$ cat src/rtl/fetch_pkg.sv
// Shared constants, state encoding and helpers for the instruction-fetch front end.
package fetch_pkg;

   localparam logic [31:0] PC_STEP          = 32'd4;
   localparam logic [31:0] RESET_PC_DEFAULT = 32'h0000_0000;
   localparam logic [31:0] NOP_WORD_DEFAULT = 32'h0000_0000;
   localparam int unsigned CNT_W_DEFAULT    = 32'd16;

   typedef enum logic [0:0] {
      BOOT = 1'b0,
      RUN  = 1'b1
   } fetch_state_e;

   // Redirect targets are forced onto a word boundary.
   function automatic logic [31:0] word_align(input logic [31:0] addr);
      return addr & 32'hFFFF_FFFC;
   endfunction

endpackage

$ cat src/rtl/pc_incrementer.sv
// Sequential next-PC adder: pc + PC_STEP, wrapping modulo 2^32 with no carry out.
module pc_incrementer
   import fetch_pkg::*;
(
   input  logic [31:0] pc,
   output logic [31:0] pc_next
);

   assign pc_next = pc + PC_STEP;

endmodule

$ cat src/rtl/pc_fetch_unit.sv
// Fetch front end: program counter, IF/ID pipeline register, fetch counter and BOOT/RUN FSM.
module pc_fetch_unit
   import fetch_pkg::*;
#(
   parameter logic [31:0] RESET_PC = RESET_PC_DEFAULT,
   parameter logic [31:0] NOP_WORD = NOP_WORD_DEFAULT,
   parameter int unsigned CNT_W    = CNT_W_DEFAULT
) (
   input  logic             clk,
   input  logic             reset_n,
   input  logic             stall,
   input  logic             branch_taken,
   input  logic [31:0]      branch_target,
   input  logic [31:0]      instr_in,
   output logic [31:0]      pc_out,
   output logic [31:0]      ifid_instr,
   output logic [31:0]      ifid_pc4,
   output logic             ifid_valid,
   output logic [CNT_W-1:0] fetch_count
);

   fetch_state_e     state_r;
   fetch_state_e     state_nxt_s;
   logic [31:0]      pc_r;
   logic [31:0]      pc_next_seq_s;
   logic [31:0]      ifid_instr_r;
   logic [31:0]      ifid_pc4_r;
   logic             ifid_valid_r;
   logic [CNT_W-1:0] fetch_count_r;
   logic             load_branch_s;
   logic             load_seq_s;

   pc_incrementer u_pc_incrementer (
      .pc      (pc_r),
      .pc_next (pc_next_seq_s)
   );

   // FSM state register
   always_ff @(posedge clk or negedge reset_n) begin
      if (!reset_n) begin
         state_r <= BOOT;
      end else begin
         state_r <= state_nxt_s;
      end
   end

   // FSM next-state logic: BOOT is left on the first edge that either fetches or redirects
   always_comb begin
      state_nxt_s = state_r;
      case (state_r)
         BOOT: begin
            if (branch_taken || !stall) begin
               state_nxt_s = RUN;
            end else begin
               state_nxt_s = BOOT;
            end
         end
         RUN:     state_nxt_s = RUN;
         default: state_nxt_s = BOOT;
      endcase
   end

   // FSM output decode: branch beats stall, stall beats a sequential fetch
   always_comb begin
      load_branch_s = 1'b0;
      load_seq_s    = 1'b0;
      case (state_r)
         BOOT, RUN: begin
            load_branch_s = branch_taken;
            load_seq_s    = !branch_taken && !stall;
         end
         default: begin
            load_branch_s = 1'b0;
            load_seq_s    = 1'b0;
         end
      endcase
   end

   // Program counter
   always_ff @(posedge clk or negedge reset_n) begin
      if (!reset_n) begin
         pc_r <= RESET_PC;
      end else if (load_branch_s) begin
         pc_r <= word_align(branch_target);
      end else if (load_seq_s) begin
         pc_r <= pc_next_seq_s;
      end else begin
         pc_r <= pc_r;
      end
   end

   // IF/ID pipeline register; a redirect squashes the slot
   always_ff @(posedge clk or negedge reset_n) begin
      if (!reset_n) begin
         ifid_instr_r <= NOP_WORD;
         ifid_pc4_r   <= 32'h0000_0000;
         ifid_valid_r <= 1'b0;
      end else if (load_branch_s) begin
         ifid_instr_r <= NOP_WORD;
         ifid_pc4_r   <= 32'h0000_0000;
         ifid_valid_r <= 1'b0;
      end else if (load_seq_s) begin
         ifid_instr_r <= instr_in;
         ifid_pc4_r   <= pc_next_seq_s;
         ifid_valid_r <= 1'b1;
      end else begin
         ifid_instr_r <= ifid_instr_r;
         ifid_pc4_r   <= ifid_pc4_r;
         ifid_valid_r <= ifid_valid_r;
      end
   end

   // Count of real instructions loaded into IF/ID, wrapping at 2^CNT_W
   always_ff @(posedge clk or negedge reset_n) begin
      if (!reset_n) begin
         fetch_count_r <= {CNT_W{1'b0}};
      end else if (load_seq_s) begin
         fetch_count_r <= fetch_count_r + {{(CNT_W-1){1'b0}}, 1'b1};
      end else begin
         fetch_count_r <= fetch_count_r;
      end
   end

   assign pc_out      = pc_r;
   assign ifid_instr  = ifid_instr_r;
   assign ifid_pc4    = ifid_pc4_r;
   assign ifid_valid  = ifid_valid_r;
   assign fetch_count = fetch_count_r;

endmodule

$ cat config.mk
export PLATFORM = sky130hd
export DESIGN_NAME = pc_fetch_unit
export DESIGN_NICKNAME = d
export VERILOG_FILES = /design/src/rtl/fetch_pkg.sv /design/src/rtl/pc_incrementer.sv /design/src/rtl/pc_fetch_unit.sv
export SDC_FILE = /design/constraint.sdc
export NUM_CORES = 1
export LEC_CHECK = 0
export CAP_MARGIN = 20
export CORE_MARGIN = 2
export CORE_UTILIZATION = 40
export DETAILED_ROUTE_END_ITERATION = 10
export PLACE_DENSITY = 0.71
export SETUP_SLACK_MARGIN = 0.3
export SLEW_MARGIN = 20
export SYNTH_ARGS = -nofsm -noshare
export SYNTH_HDL_FRONTEND = slang
export SYNTH_SLANG_ARGS = --single-unit
$ cat constraint.sdc
create_clock -name clk -period 5.9 [get_ports clk]
set_input_delay 1.18 -clock clk [delete_from_list [all_inputs] [get_ports clk]]
set_output_delay 1.18 -clock clk [all_outputs]
set_load 0.02 [all_outputs]
== After elaboration in Yosys (flattened, before gate mapping) ==
Cells that the tools add are included.
Storage, ports and cells
  flip-flop bits (word level): 113
  word-level logic and storage cells: 18
Cells by class
  $add $sub $neg: 2
  multiplexer cells: 7
  reductions and logical operators: 4
Operator list (count)
  32-bit two-way mux: 5
  32-bit by 3-bit adder with 32-bit output (second input constant): 1
  16-bit by 1-bit adder with 16-bit output (second input constant): 1
  1-bit logical NOT: 2
  1-bit two-way mux: 2
  2-bit nonzero test: 1
  1-bit logical AND: 1

== Longest topological paths before layout ==
  word-level depth: 4
  mapped depth: 6
  mapped depth without buffers: 5

== By module ==
From an unflattened synthesis, not the netlist that was laid out.
Second synthesis, totals
  cell total of the unflattened synthesis: 517
  area total of the unflattened synthesis: 5177.5 sq um
Modules (own cells, without submodules)
  pc_fetch_unit: instances 1, cells an instance 434, area each 4596.9 sq um
  pc_incrementer: instances 1, cells an instance 83, area each 580.6 sq um

== Worst setup path before layout ==
No wires, ideal clock.
  path type: input port to flip-flop
  from: input port stall
  to: register ifid_instr_r[10] (netlist: ifid_instr[10])
  arrival time: 2431 ps
  data required time: 5768 ps
  setup slack: 3337 ps
  stages: 5
  path buffers: 3
  cell sequence: clkbuf_1 clkbuf_1 clkbuf_1 mux2i_1 nor2_1
On the way
  longest elaborated chain between the ends: 3
Ends and longest elaborated chain
  start, declared: RTL line pc_fetch_unit.sv:11  | input logic stall,
  1-bit logical NOT: RTL line pc_fetch_unit.sv:70  | load_seq_s = !branch_taken && !stall;
  1-bit logical AND: RTL line pc_fetch_unit.sv:70
  2-bit nonzero test (no line)
  end signal, assigned: RTL line pc_fetch_unit.sv:103  | ifid_instr_r <= instr_in;
  end signal, assigned: RTL line pc_fetch_unit.sv:107  | ifid_instr_r <= ifid_instr_r;
  end, declared: RTL line pc_fetch_unit.sv:26  | logic [31:0] ifid_instr_r;
Every way passes these cells.
A chain may end at the register's enable or synchronous reset.

== Worst setup path in the final report ==
  from: register pc_r[6] (netlist: pc_out[6])
  to: register ifid_pc4_r[22] (netlist: ifid_pc4[22])
On the way
  longest elaborated chain between the ends: 3
Ends and longest elaborated chain
  start, declared: RTL line pc_fetch_unit.sv:24  | logic [31:0] pc_r;
  start signal, assigned: RTL line pc_fetch_unit.sv:84  | pc_r <= word_align(branch_target);
  start signal, assigned: RTL line pc_fetch_unit.sv:86  | pc_r <= pc_next_seq_s;
  start signal, assigned: RTL line pc_fetch_unit.sv:88  | pc_r <= pc_r;
  32-bit by 3-bit adder with 32-bit output: RTL line pc_incrementer.sv:9  | assign pc_next = pc + PC_STEP;
  32-bit two-way mux: RTL line pc_fetch_unit.sv:102  | end else if (load_seq_s) begin
  32-bit two-way mux: RTL line pc_fetch_unit.sv:98  | end else if (load_branch_s) begin
  end signal, assigned: RTL line pc_fetch_unit.sv:104  | ifid_pc4_r <= pc_next_seq_s;
  end signal, assigned: RTL line pc_fetch_unit.sv:108  | ifid_pc4_r <= ifid_pc4_r;
  end, declared: RTL line pc_fetch_unit.sv:27  | logic [31:0] ifid_pc4_r;
Every way passes these cells. The select of a mux whose other input is x is not followed.

==> impl_metrics.csv <==
group,metric,value,unit
clock_tree,cts_hold_buf,0,
critical_path,critical_path.endpoint,"ifid_pc4[22]",
power,power.leakage,0.003152,µW
global_route,antenna_found_initial,1,
critical_path,cp_data_arrival_time,3.18,ns
logic_synthesis,avgSynthCellArea,9.910,µm²
drt,vias,4939,
placement,post_dp_cell_area,7387,µm²
critical_path,crit_type,"reg -> reg",
timing,final-setup-viol-count,0,
power,swShare,0.3024,
floorplanning,rows,43,
outcome,status,"finished, final reports clean",
drt,drc,0,
clock_tree,clkSinkCount,110,
min_path,hold_path_class,"reg -> reg",
power,power_frac_clock,0.314,
power,power_frac_seq,0.456,
critical_path,reg2reg_to,"ifid_pc4[22]",
placement,io_buffer_count,176,
power,p_per_area,259.2,nW/µm²
logic_synthesis,ys_ff_latch,110,
logic_synthesis,yosys_warnings,0,
critical_path,cp_max_fo,20,
clock_tree,clk_pin_slew,0.07,ns
clock_tree,htree_levels,3,
timing,worst_pin_slew,1.011,ns
power,power_frac_comb,0.230,
timing,post-route-min-period,2.917,ns
finish,drive_above_1_share,0.05687,
finish,fillCellCount,1208,
placement,gp_congestion,0.7751,
timing,rsz0062_at_grt,"false",
clock_tree,cts_resized,0,
logic_synthesis,synth-main-ff-cell,"dfrtp_1",
floorplanning,fp.dieW,122.6,µm
critical_path,rrSetupSlack,2.98,ns
critical_path,r2r-start,"pc_out[6]",
logic_synthesis,synth_edf_count,0,
floorplanning,die-area,15040,µm²
logic_synthesis,yosysSeqAreaShare,0.4890,
power,switchingPower,602.7,µW
power,p_int,1390,µW
critical_path,crit_start,"pc_out[6]",
clock_tree,post-cts-setup-buffers,0,
placement,dpl.cell_count,885,
timing,fin_skew,0.01135,ns
clock_tree,clockBufferDepth,2,
placement,hpwl,10.66,mm
timing,setup_tns,0,ns
critical_path,cp.required,6.16,ns
global_route,grt_pass1_wl,24.53,mm
clock_tree,clkLatencyLatePin,0.36,ns
clock_tree,clockRootBuffer,"clkbuf_16",
finish,post-route-util,0.5561,
finish,areaGrowthSynthToFinish,36.61,%
drt,drt_iter0_markers,214,
timing,fmax,342.8,MHz
clock_tree,cts-buffers-inserted,9,
timing,hold_violations,0,
power,vdd_ir_drop_max,0.1441,mV
timing,slew_violations,0,
finish,finalInstanceArea,7690,µm²
global_route,track_usage,0.2106,
global_route,grt_overflow,0,
critical_path,ff2ff_path_depth,4,
finish,nNetsFinal,786,
logic_synthesis,async_flop_share,1.000,
critical_path,start_kind,"flip-flop",
global_route,grt_max_degree,64,
critical_path,cp-end-kind,"flip-flop",
floorplanning,initial_utilization,0.4071,
timing,max_slew_margin,0.3197,
drt,via_per_inst,5.476,
timing,period_share,0.4944,
power,finalPower,1993,µW
drt,firstDrtPassIters,4,
floorplanning,core,13830,µm²
drt,wl_per_cell,16.85,µm
finish,stdcell_count,902,
drt,antenna_left,0,
run,drv_cap,0,
logic_synthesis,ys_types,55,
clock_tree,tritoncts,"yes",
drt,totalWireLength,15.20,mm
floorplanning,dieHeight,122.6,µm
logic_synthesis,synthCells,568,
global_route,grt_pass1_vias,4880,
logic_synthesis,netlist_area,5629,µm²
floorplanning,ios,181,
[worst max-delay path, cell delays in order (launching register included)]
cell and delay, ns:
dfrtp_1 0.46, nand4_1 0.71, or4_4 0.88, or4_1 0.52
a311oi_1 0.24
[metal layers]
layer,share of wire,vias to the layer above,routed length [µm],global-route usage
met5,0,-,0,0
met4,0.023,0,347,0.08621
met3,0.083,24,1256,0.06645
met2,0.47,165,7068,0.3302
met1,0.43,2414,6523,0.2703
li1,-,2336,-,-
[worst min-delay path by stage]
| stage | from | end | slack [ns] | depth (start not counted) |
|---|---|---|---|---|
| finish | ifid_valid | ifid_valid | 0.48 | 1 |
| CTS | fetch_count[15] | fetch_count[15] | 0.48 | 1 |
| global route | fetch_count[15] | fetch_count[15] | 0.50 | 1 |
| global placement | ifid_valid | ifid_valid | 0.46 | 1 |
| floorplan | fetch_count[15] | fetch_count[15] | 0.58 | 1 |
| detailed placement | fetch_count[15] | fetch_count[15] | 0.46 | 1 |
[state kept, by name, summed over array words and instances, names as in the netlist]
signal       cells
fetch_count     16
ifid_valid       1
ifid_instr      32
pc_out          30
ifid_pc4        31
[Yosys cell counts, types with 4 or more instances]
library cell | n | area share
nand2_1 | 43 | 0.029
xor2_1 | 11 | 0.017
nand4_2 | 5 | 0.011
buf_4 | 7 | 0.0093
or3_1 | 10 | 0.011
clkbuf_1 | 21 | 0.014
xnor2_1 | 27 | 0.042
dfrtp_1 | 110 | 0.49
a211o_1 | 5 | 0.0078
a31oi_1 | 8 | 0.0089
a311oi_1 | 11 | 0.017
o21ai_0 | 24 | 0.021
nand4_1 | 13 | 0.014
inv_1 | 9 | 0.0060
mux2i_1 | 32 | 0.057
nor4_1 | 7 | 0.0078
a211oi_1 | 10 | 0.013
and4_1 | 8 | 0.012
nand3_1 | 15 | 0.013
nor2_1 | 78 | 0.052
and3_1 | 8 | 0.0089
buf_6 | 4 | 0.0080
nor3_1 | 15 | 0.013
buf_2 | 8 | 0.0071
or4_1 | 9 | 0.012
o31ai_1 | 9 | 0.012
a21oi_1 | 13 | 0.012
[logic make-up after synthesis]
logic type               after synthesis  synth area share
AND/OR/NAND/NOR                      231            0.2152
flip-flops                           110            0.4890
AO/OA/AOI/OAI                         94            0.1134
buffers and inverters                 57           0.05535
XOR/XNOR                              38           0.05912
multiplexers                          35           0.06290
adder cells (fa/ha/maj)                2          0.004445
other                                  1         0.0006662
[power by group through the flow]
stage               Sequential, µW  Combinational, µW  Clock, µW
finish                         909                457        626
global route                   921                498        678
CTS                            909                463        643
detailed placement             923                461          0
global placement               919                455          0
floorplan                      980                168          0
[area by class of cell]
type,count,area [µm²],area share
clock buffer,11,242.7,0.03157
timing repair buffer,182,1799,0.2340
clock inverter,5,57.56,0.007485
inverter,11,41.29,0.005369
sequential,110,2753,0.3580
multi-input combinational,402,2569,0.3340
tap,180,225.2,0.02929
antenna,1,2.502,0.0003254
[stage by stage]
step / hold slack, ns / setup slack [ns]
4_1_cts: 0.4813 / 3.011
3_5_place_dp: 0.4607 / 2.661
6_report: 0.4758 / 2.983
5_1_grt: 0.4998 / 2.782
2_1_floorplan: 0.5777 / 3.337
3_3_place_gp: 0.4602 / 2.678
[layout by cell type (no fill, tap or decap), types with 11 or more instances in the layout]
cell type        netlist  final
a21oi_1               13     13
nand4_1               13     13
nand3_1               15     15
a311oi_1              11     11
nor3_1                15     15
nand2_1               43     43
xor2_1                11     11
xnor2_1               27     27
o21ai_0               24     24
clkdlybuf4s50_1        0    173
nor2_1                78     78
dfrtp_1              110    110
mux2i_1               32     32
(Power assumes the default switching activity.)
